$ cat src/rtl/pipe_stage_reg_pkg.sv
// Shared definitions for inter-stage pipeline registers: stall encodings, stage
// state codes, per-edge operation decode and NOP payloads for the stock stages.
package pipe_stage_reg_pkg;

  localparam logic STALL_STOP = 1'b1;
  localparam logic STALL_GO   = 1'b0;

  // Externally visible state codes: 00 RUN, 01 HOLD, 10 BUBBLE.
  typedef enum logic [1:0] {
    ST_RUN    = 2'b00,
    ST_HOLD   = 2'b01,
    ST_BUBBLE = 2'b10
  } stage_state_e;

  typedef enum logic [1:0] {
    OP_FLUSH   = 2'd0,
    OP_BUBBLE  = 2'd1,
    OP_ADVANCE = 2'd2,
    OP_HOLD    = 2'd3
  } stage_op_e;

  localparam logic [63:0] NOP_ID_EX  = 64'h0;
  localparam logic [63:0] NOP_EX_MEM = 64'h0;
  localparam logic [63:0] NOP_MEM_WB = 64'h0;

  // Priority: flush, then bubble, then advance, then hold. The illegal
  // non-monotonic pattern (upstream running, downstream stopped) advances.
  function automatic stage_op_e decode_op(input logic flush, input logic up,
                                          input logic dn);
    if (flush)                             return OP_FLUSH;
    if (up == STALL_STOP && dn == STALL_GO) return OP_BUBBLE;
    if (up == STALL_GO)                    return OP_ADVANCE;
    return OP_HOLD;
  endfunction

endpackage

$ cat src/rtl/pipe_stage_reg_sat_counter.sv
// Saturating up-counter with asynchronous clear, shared by perf monitors.
// Counts one per enabled edge and sticks at all-ones until cleared.
module pipe_stage_reg_sat_counter #(
  parameter int W = 16
) (
  input  logic         clk,
  input  logic         clr,
  input  logic         inc,
  output logic [W-1:0] count
);

  always_ff @(posedge clk or posedge clr) begin
    if (clr) begin
      count <= '0;
    end else if (inc && (count != {W{1'b1}})) begin
      count <= count + W'(1);
    end
  end

endmodule

$ cat src/rtl/pipe_stage_reg.sv
// Parametrised pipeline register between stage STAGE and STAGE+1 with stall,
// bubble, flush, multi-cycle scratch echo and a saturating stall-cycle counter.
module pipe_stage_reg
  import pipe_stage_reg_pkg::*;
#(
  parameter int                DATA_W      = 64,
  parameter logic [DATA_W-1:0] NOP_PAYLOAD = '0,
  parameter int                SCR_W       = 64,
  parameter int                CNT_W       = 2,
  parameter int                STALL_W     = 6,
  parameter int                STAGE       = 3,
  parameter int                PERF_W      = 16
) (
  input  logic               clk,
  input  logic               rst,
  input  logic [STALL_W-1:0] stall,
  input  logic               flush,
  input  logic               in_valid,
  input  logic [DATA_W-1:0]  in_payload,
  input  logic [SCR_W-1:0]   scratch_i,
  input  logic [CNT_W-1:0]   cnt_i,
  output logic               out_valid,
  output logic [DATA_W-1:0]  out_payload,
  output logic [SCR_W-1:0]   scratch_o,
  output logic [CNT_W-1:0]   cnt_o,
  output logic [1:0]         state_o,
  output logic [PERF_W-1:0]  stall_cnt_o
);

  // Valid semantics: out_valid qualifies out_payload for exactly the cycle it
  // is high; no ready exists, back-pressure arrives only via the stall vector.
  // While out_valid is low the payload is always NOP_PAYLOAD or the last
  // advanced (invalid) slot, so consumers may rely on out_valid alone.

  logic         up;
  logic         dn;
  logic         stall_unused;
  stage_op_e    op;
  stage_state_e state_q;
  stage_state_e state_d;

  assign up           = stall[STAGE];
  assign dn           = stall[STAGE+1];
  assign stall_unused = ^stall;
  assign op           = decode_op(flush, up, dn);

  always_ff @(posedge clk or posedge rst) begin
    if (rst) begin
      state_q <= ST_RUN;
    end else begin
      state_q <= state_d;
    end
  end

  always_comb begin
    state_d = state_q;
    case (op)
      OP_FLUSH:   state_d = ST_RUN;
      OP_BUBBLE:  state_d = ST_BUBBLE;
      OP_ADVANCE: state_d = ST_RUN;
      OP_HOLD:    state_d = ST_HOLD;
      default:    state_d = ST_RUN;
    endcase
  end

  // Scratch is echoed while stalled so a multi-cycle unit keeps its progress,
  // and zeroed on advance/flush so the next op starts clean.
  always_ff @(posedge clk or posedge rst) begin
    if (rst) begin
      out_valid   <= 1'b0;
      out_payload <= NOP_PAYLOAD;
      scratch_o   <= '0;
      cnt_o       <= '0;
    end else begin
      case (op)
        OP_FLUSH: begin
          out_valid   <= 1'b0;
          out_payload <= NOP_PAYLOAD;
          scratch_o   <= '0;
          cnt_o       <= '0;
        end
        OP_BUBBLE: begin
          out_valid   <= 1'b0;
          out_payload <= NOP_PAYLOAD;
          scratch_o   <= scratch_i;
          cnt_o       <= cnt_i;
        end
        OP_ADVANCE: begin
          out_valid   <= in_valid;
          out_payload <= in_payload;
          scratch_o   <= '0;
          cnt_o       <= '0;
        end
        default: begin
          scratch_o <= scratch_i;
          cnt_o     <= cnt_i;
        end
      endcase
    end
  end

  pipe_stage_reg_sat_counter #(
    .W(PERF_W)
  ) u_stall_cnt (
    .clk  (clk),
    .clr  (rst),
    .inc  (state_d != ST_RUN),
    .count(stall_cnt_o)
  );

  assign state_o = state_q;

endmodule
$ cat config.mk
export PLATFORM = sky130hd
export DESIGN_NAME = pipe_stage_reg
export DESIGN_NICKNAME = d
export VERILOG_FILES = /design/src/rtl/pipe_stage_reg_pkg.sv /design/src/rtl/pipe_stage_reg_sat_counter.sv /design/src/rtl/pipe_stage_reg.sv
export SDC_FILE = /design/constraint.sdc
export NUM_CORES = 1
export LEC_CHECK = 0
export BUFFER_PORTS_ARGS = -buffer_cell sky130_fd_sc_hd__buf_2
export CORE_MARGIN = 2
export CORE_UTILIZATION = 40
export CTS_CLUSTER_DIAMETER = 50
export DETAILED_ROUTE_END_ITERATION = 12
export PLACE_DENSITY = 0.76
export SYNTH_ARGS = -nofsm -noshare
export SYNTH_HDL_FRONTEND = slang
export SYNTH_SLANG_ARGS = --single-unit
$ cat constraint.sdc
create_clock -name clk -period 4.7 [get_ports clk]
set_input_delay 0.47 -clock clk [delete_from_list [all_inputs] [get_ports clk]]
set_output_delay 0.47 -clock clk [all_outputs]
set_load 0.1 [all_outputs]
==> flow_summary.json, run 1 <==
{
  "cp-start-kind": "primary input",
  "clkPwrFrac": 0.369,
  "critPathRequiredTime_ns": 5.04,
  "area_growth_pct": 41.6,
  "postLayoutCoreUtil": 0.585,
  "syn_inst": 367,
  "post-place-cells": 804,
  "crit_type": "primary input to flip-flop",
  "drive_gt1_frac": 0.497,
  "die_w_um": 119,
  "io_pins": 289,
  "fp.dieH_um": 119,
  "p_sw_frac": 0.354,
  "synth_area_leaders": "dfrtp_1, a22o_1, and2_1",
  "worst_pin_slew_ns": 0.988,
  "dr.pass1.iters": 4,
  "grt_pass1_wl_mm": 21.0,
  "final-max-slew-violation-count": 0,
  "finalCritPeriodShare": 0.486,
  "yosysTopAreaCellShare": 0.709,
  "period_needed_ns": 2.29,
  "syn_area_um2": 5260,
  "root_buffer": "clkbuf_16",
  "synth_ff_type": "dfrtp_1",
  "cts_num_sinks": 149,
  "cts_made_buffers": 17,
  "fin_skew_ns": 0.00312,
  "postRouteAntennaNets": 0,
  "synth_cell_types": 28,
  "hold_path.class": "primary input to flip-flop",
  "synthArstFlopShare": 1.00,
  "place_congestion": 0.810,
  "num_rows": 41,
  "combPwrFrac": 0.237,
  "internal-power_mw": 2.33,
  "synth_nets": 508,
  "grt_pass1_vias": 4159,
  "core_um2": 12700,
  "fin_nets": 792,
  "status": "completed",
  "fill_cells": 1073,
  "tns_ns": 0,
  "ctsHtreeMaxLevel": 4,
  "rsz0062_at_grt": "false",
  "multi_input_area_um2": 1440,
  "power_density_nw_per_um2": 484,
  "die_area_um2": 14100,
  "ys_ff_latch": 149,
  "cp_max_fo": 72,
  "yosysTopAreaCell": "dfrtp_1",
  "post_cts_buffers": 0,
  "power.total_mw": 3.61,
  "antenna_found_initial": 0,
  "yosysWarnings": 0,
  "port_buffers": 284,
  "hpwl_mm": 9.38,
  "switching_power_mw": 1.28,
  "finalHoldViolCount": 0,
  "fmax_ghz": 0.438,
  "seqPwrFrac": 0.394,
  "overflow": 0,
  "yosysSeqAreaShare": 0.709,
  "regArea_um2": 3730,
  "clockBufferDepth": 2,
  "vias": 4074,
  "initial_core_util": 0.414,
  "drc_errors": 0,
  "setup-violations-final": 0,
  "cts_tree": "done",
  "vdd_drop_max_mv": 0.319,
  "clk_latency_ns": 0.41,
  "slew_headroom": 0.341,
  "cts-resized-gates": 0,
  "endpoint_kind": "flip-flop",
  "max-cap-violations": 0,
  "synth_edf_count": 0,
  "hold_buffers": 0,
  "syn_area_per_cell_um2": 14.3,
  "grt_start_max_net_pins": 116,
  "via_per_inst": 4.87,
  "p_leak_nw": 4.20,
  "cp.arrival_ns": 2.62,
  "fin_cells": 836,
  "drt_wl_total_mm": 13.2,
  "grt_usage": 0.189,
  "drt_iter0_drc": 201,
  "cts.clk_slew.worst_paths_ns": 0.06,
  "antenna_cells": 0,
  "wl_per_cell_um": 15.8
}
==> final timing paths <==
check                                      from  slack, ns                    to  cells past startpoint
min                                    stall[4]       0.22            state_o[1]                      2
max in group asynchronous                   rst       3.35       out_payload[12]                      3
min in group asynchronous                   rst       0.31         scratch_o[23]                      2
min reg2reg                      out_payload[0]       0.50        out_payload[0]                      1
max                                    stall[3]       2.41       out_payload[13]                      6
max reg2reg                u_stall_cnt.count[0]       2.85  u_stall_cnt.count[1]                      5
==> through the flow <==
| stage | area (um^2) | hold WS (ns) | setup slack, ns |
|---|---|---|---|
| global route | 7450 | 0.208 | 2.22 |
| finish | 7450 | 0.215 | 2.41 |
| floorplan | 5260 | 0.536 | 0.222 |
| global placement | 6850 | 0.482 | 2.06 |
| detailed placement | 6850 | 0.485 | 2.00 |
| CTS | 7450 | 0.191 | 2.44 |
==> placed cells by master (no fill, tap or decap), types with 2 or more instances in the layout <==
cell        count
clkbuf_16      17
nand2_1         4
clkinv_2        3
inv_1           3
o21ai_0         2
bufinv_16       2
buf_4           4
nand4_1         4
xor2_1          7
nor3_1          4
nor4_1          3
dfrtp_1       149
nor2_1          5
xnor2_1         5
clkbuf_8        3
buf_2         284
inv_6           3
mux2_1          3
clkinvlp_4      3
a22o_1         65
nand3_1         8
and2_1         67
==> power groups by stage <==
stage / registers [mW] / clock network [mW] / logic (mW)
floorplan: 2.00 / 0 / 0.118
global placement: 1.44 / 0 / 0.849
detailed placement: 1.44 / 0 / 0.859
CTS: 1.42 / 1.36 / 0.860
global route: 1.43 / 1.43 / 0.890
finish: 1.42 / 1.33 / 0.855
==> state kept, by name (all words and copies together), names as in the netlist <==
| register | cells |
|---|---|
| cnt_o | 2 |
| out_payload | 64 |
| out_valid | 1 |
| scratch_o | 64 |
| state_o | 2 |
| u_stall_cnt.count | 16 |
==> synth_stat cells (4+ instances only) <==
library cell	count
xor2_1	7
nand3_1	8
clkbuf_1	16
xnor2_1	5
and2_1	68
nand2_1	4
inv_1	4
nand4_1	4
dfrtp_1	149
a22o_1	65
nor3_1	4
nor2_1	6
buf_2	7
==> area by class of cell <==
class,count,share of cell area
Multi-Input combinational cell,191,0.193
Sequential cell,149,0.501
Tap cell,172,0.0289
Inverter,4,0.00269
Clock buffer,21,0.0632
Clock inverter,11,0.0166
Timing Repair Buffer,288,0.195
==> kinds of logic after synthesis <==
| group | after synthesis | share of synthesized area |
|---|---|---|
| xor+xnor | 12 | 0.0200 |
| simple gates | 107 | 0.130 |
| buf+inv | 27 | 0.0209 |
| flops | 149 | 0.709 |
| fa+ha+maj | 1 | 0.00238 |
| compound gates | 68 | 0.112 |
| mux | 3 | 0.00642 |
==> metal layers <==
layer | track usage | wire length (um) | vias up
met5 | 0 | 0 | -
li1 | - | - | 1849
met2 | 0.317 | 6640 | 226
met4 | 0.0751 | 282 | 0
met1 | 0.220 | 5040 | 1969
met3 | 0.0700 | 1210 | 30
==> critical path, cell delays in order <==
cell     delay [ns]
buf_2          0.12
nor2b_4        0.13
buf_4          0.43
and2_2         0.84
buf_4          0.39
a22o_1         0.20
No activity file was read; power rests on OpenSTA's default activity.
==> run 2, diff against run 1 <==
==> constraint.sdc (replaced) <==
create_clock -name clk -period 2 [get_ports clk]
set_input_delay 0.2 -clock clk [delete_from_list [all_inputs] [get_ports clk]]
set_output_delay 0.2 -clock clk [all_outputs]
set_load 0.1 [all_outputs]
==> flow_summary.json, run 2 (same netlist as run 1, synthesis figures left out) <==
{
  "grt_pass1_vias": 4662,
  "grtUsageMet2": 0.372,
  "rsz0062_at_grt": "false",
  "post-place-ws_ns": 0.315,
  "clockBufferDepth": 2,
  "clk_latency_ns": 0.41,
  "die_w_um": 119,
  "fill_cells": 921,
  "fmax_ghz": 0.582,
  "fin_skew_ns": 0.00401,
  "antenna_found_initial": 0,
  "period_needed_ns": 1.72,
  "grt_usage": 0.224,
  "regArea_um2": 3750,
  "postRouteAntennaNets": 0,
  "cp_max_fo": 7,
  "max-cap-violations": 0,
  "use_met1": 0.257,
  "grt_pass1_wl_mm": 24.3,
  "post-place-cells": 806,
  "grt_start_max_net_pins": 74,
  "crit_type": "flip-flop to flip-flop",
  "final_common_cell": "buf_2",
  "worst_pin_slew_ns": 0.697,
  "busiest_layer": "met2",
  "mostFrequentLayoutCells": "buf_2, dfrtp_1, dlygate4sd3_1",
  "drt_iter0_drc": 188,
  "antenna_cells": 0,
  "final-max-slew-violation-count": 0,
  "cts_num_sinks": 149,
  "hpwl_mm": 9.46,
  "finalCritPeriodShare": 0.858,
  "power_density_nw_per_um2": 1030,
  "hold_path.class": "primary input to flip-flop",
  "p_leak_nw": 4.54,
  "post_cts_buffers": 0,
  "cp.arrival_ns": 2.00,
  "setup_ws_ns": 0.283,
  "use_met3": 0.0772,
  "overflow": 0,
  "cts_made_buffers": 17,
  "cts_tree": "done",
  "core_um2": 12700,
  "via_per_inst": 4.83,
  "multi_input_area_um2": 1460,
  "num_rows": 41,
  "area_growth_pct": 59.0,
  "drc_errors": 0,
  "die_area_um2": 14100,
  "cp-start-kind": "flip-flop",
  "finalHoldViolCount": 0,
  "ctsHtreeMaxLevel": 4,
  "fp.dieH_um": 119,
  "port_buffers": 284,
  "endpoint_kind": "flip-flop",
  "dr.pass1.iters": 5,
  "fin_cells": 923,
  "setup-violations-final": 0,
  "vias": 4461,
  "drt_wl_total_mm": 15.5,
  "tns_ns": 0,
  "slew_headroom": 0.535,
  "status": "completed",
  "path_cells": "nand4_1 > nor4_4 > nor2_1 > mux2_1",
  "place_congestion": 0.819,
  "root_buffer": "clkbuf_16",
  "critPathSlowestCell": "nor4_4",
  "wl_per_cell_um": 16.8,
  "io_pins": 289,
  "slowest_delay_ns": 0.47,
  "initial_core_util": 0.414,
  "critPathRequiredTime_ns": 2.29,
  "vdd_drop_max_mv": 0.596,
  "cts.clk_slew.worst_paths_ns": 0.06,
  "top_regs": "out_payload (64), scratch_o (64), u_stall_cnt.count (16)",
  "power.total_mw": 8.59,
  "drive_gt1_frac": 0.462,
  "fin_nets": 879
}
## run 2: cell types whose count changed in the layout (fill, tap and decap cells not counted), moves of 2 or more
| cell | delta |
|---|---|
| buf_12 | +3 |
| clkbuf_1 | +2 |
| clkbuf_8 | -3 |
| clkinvlp_4 | +2 |
| dfrtp_1 | -16 |
| dfrtp_2 | +16 |
| dlygate4sd3_1 | +85 |
| inv_6 | -2 |
## run 2: final cells by class
cell class | instances | share of cell area
inverters | 4 | 0.00224
well taps | 172 | 0.0257
repair buffers | 375 | 0.281
multi-input cells | 191 | 0.175
flip-flops and latches | 149 | 0.448
clock buffers | 20 | 0.0522
clock inverters | 12 | 0.0157
## run 2: worst max-delay path: cells and delay by family (launching register included)
kind,cells,cell delay [ns]
muxes,1,0.33
DFF,1,0.41
and+or+nand+nor,3,0.86
## run 2: worst paths after layout
path / from / slack, ns / cells past startpoint / endpoint
worst max-delay path: u_stall_cnt.count[12] / 0.28 / 4 / u_stall_cnt.count[1]
worst min-delay path: in_payload[11] / 0.02 / 2 / out_payload[11]
worst max register to register: u_stall_cnt.count[12] / 0.28 / 4 / u_stall_cnt.count[1]
worst min register to register: out_payload[42] / 0.50 / 1 / out_payload[42]
max in group asynchronous: rst / 0.82 / 4 / u_stall_cnt.count[12]
min in group asynchronous: rst / 0.42 / 3 / scratch_o[45]
## run 2: report_power, final
group / switching [mW] / internal (mW) / total, mW
combinational: 1.71 / 0.479 / 2.19
sequential: 0.150 / 3.21 / 3.36
clock: 1.21 / 1.83 / 3.04
total: 3.07 / 5.52 / 8.59
## run 2: what timing repair did
action	4_1_cts	5_1_grt
resized for setup	0	0
endpoints found under the hold margin	100	4
setup endpoints to repair	0	0
hold buffers	81	4
## run 2: metrics by stage
| step | area [um^2] | hold slack, ns | utilization |
|---|---|---|---|
| 2_1_floorplan | 5310 | 0.266 | - |
| 3_3_place_gp | 6950 | 0.266 | 0.546 |
| 3_5_place_dp | 6950 | 0.283 | 0.546 |
| 4_1_cts | 8330 | 0.0000558 | 0.654 |
| 5_1_grt | 8370 | 0.00263 | 0.658 |
| 6_report | 8370 | 0.0180 | 0.658 |
## run 2: layer usage
| layer | wire (um) | part of all wire | up-vias |
|---|---|---|---|
| li1 | - | - | 2018 |
| met1 | 5950 | 0.38 | 2149 |
| met2 | 7670 | 0.49 | 253 |
| met3 | 1340 | 0.086 | 41 |
| met4 | 556 | 0.036 | 0 |
| met5 | 0 | 0 | - |
==> run 3, diff against run 2 <==
--- a/config.mk
+++ b/config.mk
@@ -6,11 +6,13 @@
 export NUM_CORES = 1
 export LEC_CHECK = 0
 export BUFFER_PORTS_ARGS = -buffer_cell sky130_fd_sc_hd__buf_2
+export CELL_PAD_IN_SITES_DETAIL_PLACEMENT = 1
+export CELL_PAD_IN_SITES_GLOBAL_PLACEMENT = 2
 export CORE_MARGIN = 2
-export CORE_UTILIZATION = 40
+export CORE_UTILIZATION = 24
 export CTS_CLUSTER_DIAMETER = 50
 export DETAILED_ROUTE_END_ITERATION = 12
-export PLACE_DENSITY = 0.76
+export PLACE_DENSITY_LB_ADDON = 0.1
 export SYNTH_ARGS = -nofsm -noshare
 export SYNTH_HDL_FRONTEND = slang
 export SYNTH_SLANG_ARGS = --single-unit
==> flow_summary.json, run 3 (same netlist as run 1, synthesis figures left out) <==
{
  "status": "completed",
  "p_sw_frac": 0.370,
  "overflow": 0,
  "drt_iter0_drc": 163,
  "grt_usage": 0.157,
  "post_cts_buffers": 0,
  "setup_ws_ns": 0.290,
  "p_leak_nw": 4.75,
  "clockBufferDepth": 2,
  "place_congestion": 0.724,
  "wl_per_cell_um": 16.3,
  "grt_pass1_vias": 5090,
  "period_needed_ns": 1.71,
  "fill_cells": 2373,
  "port_buffers": 284,
  "worst_pin_slew_ns": 0.619,
  "finalHoldViolCount": 0,
  "area_growth_pct": 70.7,
  "r2r_slack_ns": 0.29,
  "hold_depth": 2,
  "internal-power_mw": 5.56,
  "cp_max_fo": 5,
  "final-max-slew-violation-count": 0,
  "drt_wl_total_mm": 17.6,
  "cts_num_sinks": 149,
  "cp-start-kind": "flip-flop",
  "mostFrequentLayoutCells": "buf_2, dfrtp_1, dlygate4sd3_1",
  "power_density_nw_per_um2": 984,
  "core_um2": 21700,
  "endpoint_kind": "flip-flop",
  "cts_tree": "done",
  "drive_gt1_frac": 0.445,
  "fin_nets": 923,
  "grt_pass1_wl_mm": 28.6,
  "clk_latency_ns": 0.41,
  "die_area_um2": 23100,
  "max-cap-violations": 0,
  "setup-violations-final": 0,
  "final_common_cell": "buf_2",
  "vias": 4568,
  "num_rows": 54,
  "seqPwrFrac": 0.380,
  "worst-r2r-cell-count": 5,
  "die_w_um": 152,
  "rsz0062_at_grt": "false",
  "cts.clk_slew.worst_paths_ns": 0.06,
  "grt_start_max_net_pins": 72,
  "fmax_ghz": 0.585,
  "ctsHtreeMaxLevel": 4,
  "root_buffer": "clkbuf_16",
  "post-place-ws_ns": 0.315,
  "holdWs_ns": 0.0167,
  "via_per_inst": 4.25,
  "fp.dieH_um": 152,
  "hpwl_mm": 11.4,
  "top_regs": "out_payload (64), scratch_o (64), u_stall_cnt.count (16)",
  "vdd_drop_max_mv": 0.519,
  "initial_core_util": 0.243,
  "postRouteAntennaNets": 0,
  "switching_power_mw": 3.27,
  "crit_type": "flip-flop to flip-flop",
  "fin_skew_ns": 0.00744,
  "drc_errors": 0,
  "dr.pass1.iters": 4,
  "io_pins": 289,
  "power.total_mw": 8.84,
  "clkPwrFrac": 0.363,
  "finalCritPeriodShare": 0.855,
  "hold_path.class": "primary input to flip-flop",
  "critPathRequiredTime_ns": 2.32,
  "combPwrFrac": 0.257,
  "cp.arrival_ns": 2.03,
  "antenna_found_initial": 1,
  "slew_headroom": 0.584,
  "cts_made_buffers": 17
}
==> run 3: changes by cell type in the layout (fill, tap and decap cells not counted), sizes merged <==
cell         previous run  this run
clkinv                  5         4
clkbuf                 20        19
bufinv                  2         1
clkinvlp                5         3
buf                   290       294
dlygate4sd3            85       125
diode                   0         1
inv                     4         9
==> run 3: power by group through the flow <==
stage / Sequential, mW / Combinational [mW] / Clock [mW]
4_1_cts: 3.36 / 2.28 / 3.33
5_1_grt: 3.39 / 2.37 / 3.47
6_report: 3.36 / 2.27 / 3.21
3_5_place_dp: 3.41 / 2.09 / 0
3_3_place_gp: 3.40 / 2.07 / 0
2_1_floorplan: 4.72 / 0.290 / 0
==> run 3: what timing repair did <==
action,CTS,global route
hold endpoints to repair,142,1
gates resized for setup,0,0
hold buffers,124,1
==> run 3: metrics by stage <==
step	setup TNS, ns	std cells	cell area [um^2]	util
after floorplan	-13.57	367	5310	-
after global placement	0	918	7140	0.329
after detailed placement	0	918	7140	0.329
after CTS	0	1074	8970	0.414
after global routing	0	1075	8980	0.414
final	0	1076	8980	0.414
==> run 3: path summary, 6_finish.rpt <==
kind | from | endpoint
worst max register to register | u_stall_cnt.count[1] | u_stall_cnt.count[13]
worst min-delay path | in_payload[28] | out_payload[28]
min in group asynchronous | rst | scratch_o[18]
worst min register to register | out_payload[43] | out_payload[43]
max in group asynchronous | rst | out_payload[42]
worst max-delay path | u_stall_cnt.count[1] | u_stall_cnt.count[13]
==> run 3: per-layer routing <==
metal,GRT usage,vias up,share of wire
li1,-,2109,-
met5,0,-,0
met4,0.0534,0,0.015
met1,0.195,2223,0.43
met3,0.0662,20,0.088
met2,0.246,216,0.46
==> run 3: layout make-up <==
| type | count | area [um^2] | area share |
|---|---|---|---|
| repair buffers | 419 | 2810 | 0.313 |
| well taps | 280 | 350 | 0.0390 |
| clock buffers | 19 | 453 | 0.0504 |
| multi-input cells | 191 | 1460 | 0.163 |
| flip-flops and latches | 149 | 3750 | 0.417 |
| inverters | 4 | 18.8 | 0.00209 |
| clock inverters | 13 | 138 | 0.0153 |
| diodes | 1 | 2.50 | 0.000279 |
==> run 3: critical path, stage by stage, from the launching register on <==
cell     delay, ns
dfrtp_2       0.41
ha_4          0.17
nand3_2       0.17
or4_4         0.61
nand4_1       0.13
xnor2_1       0.14
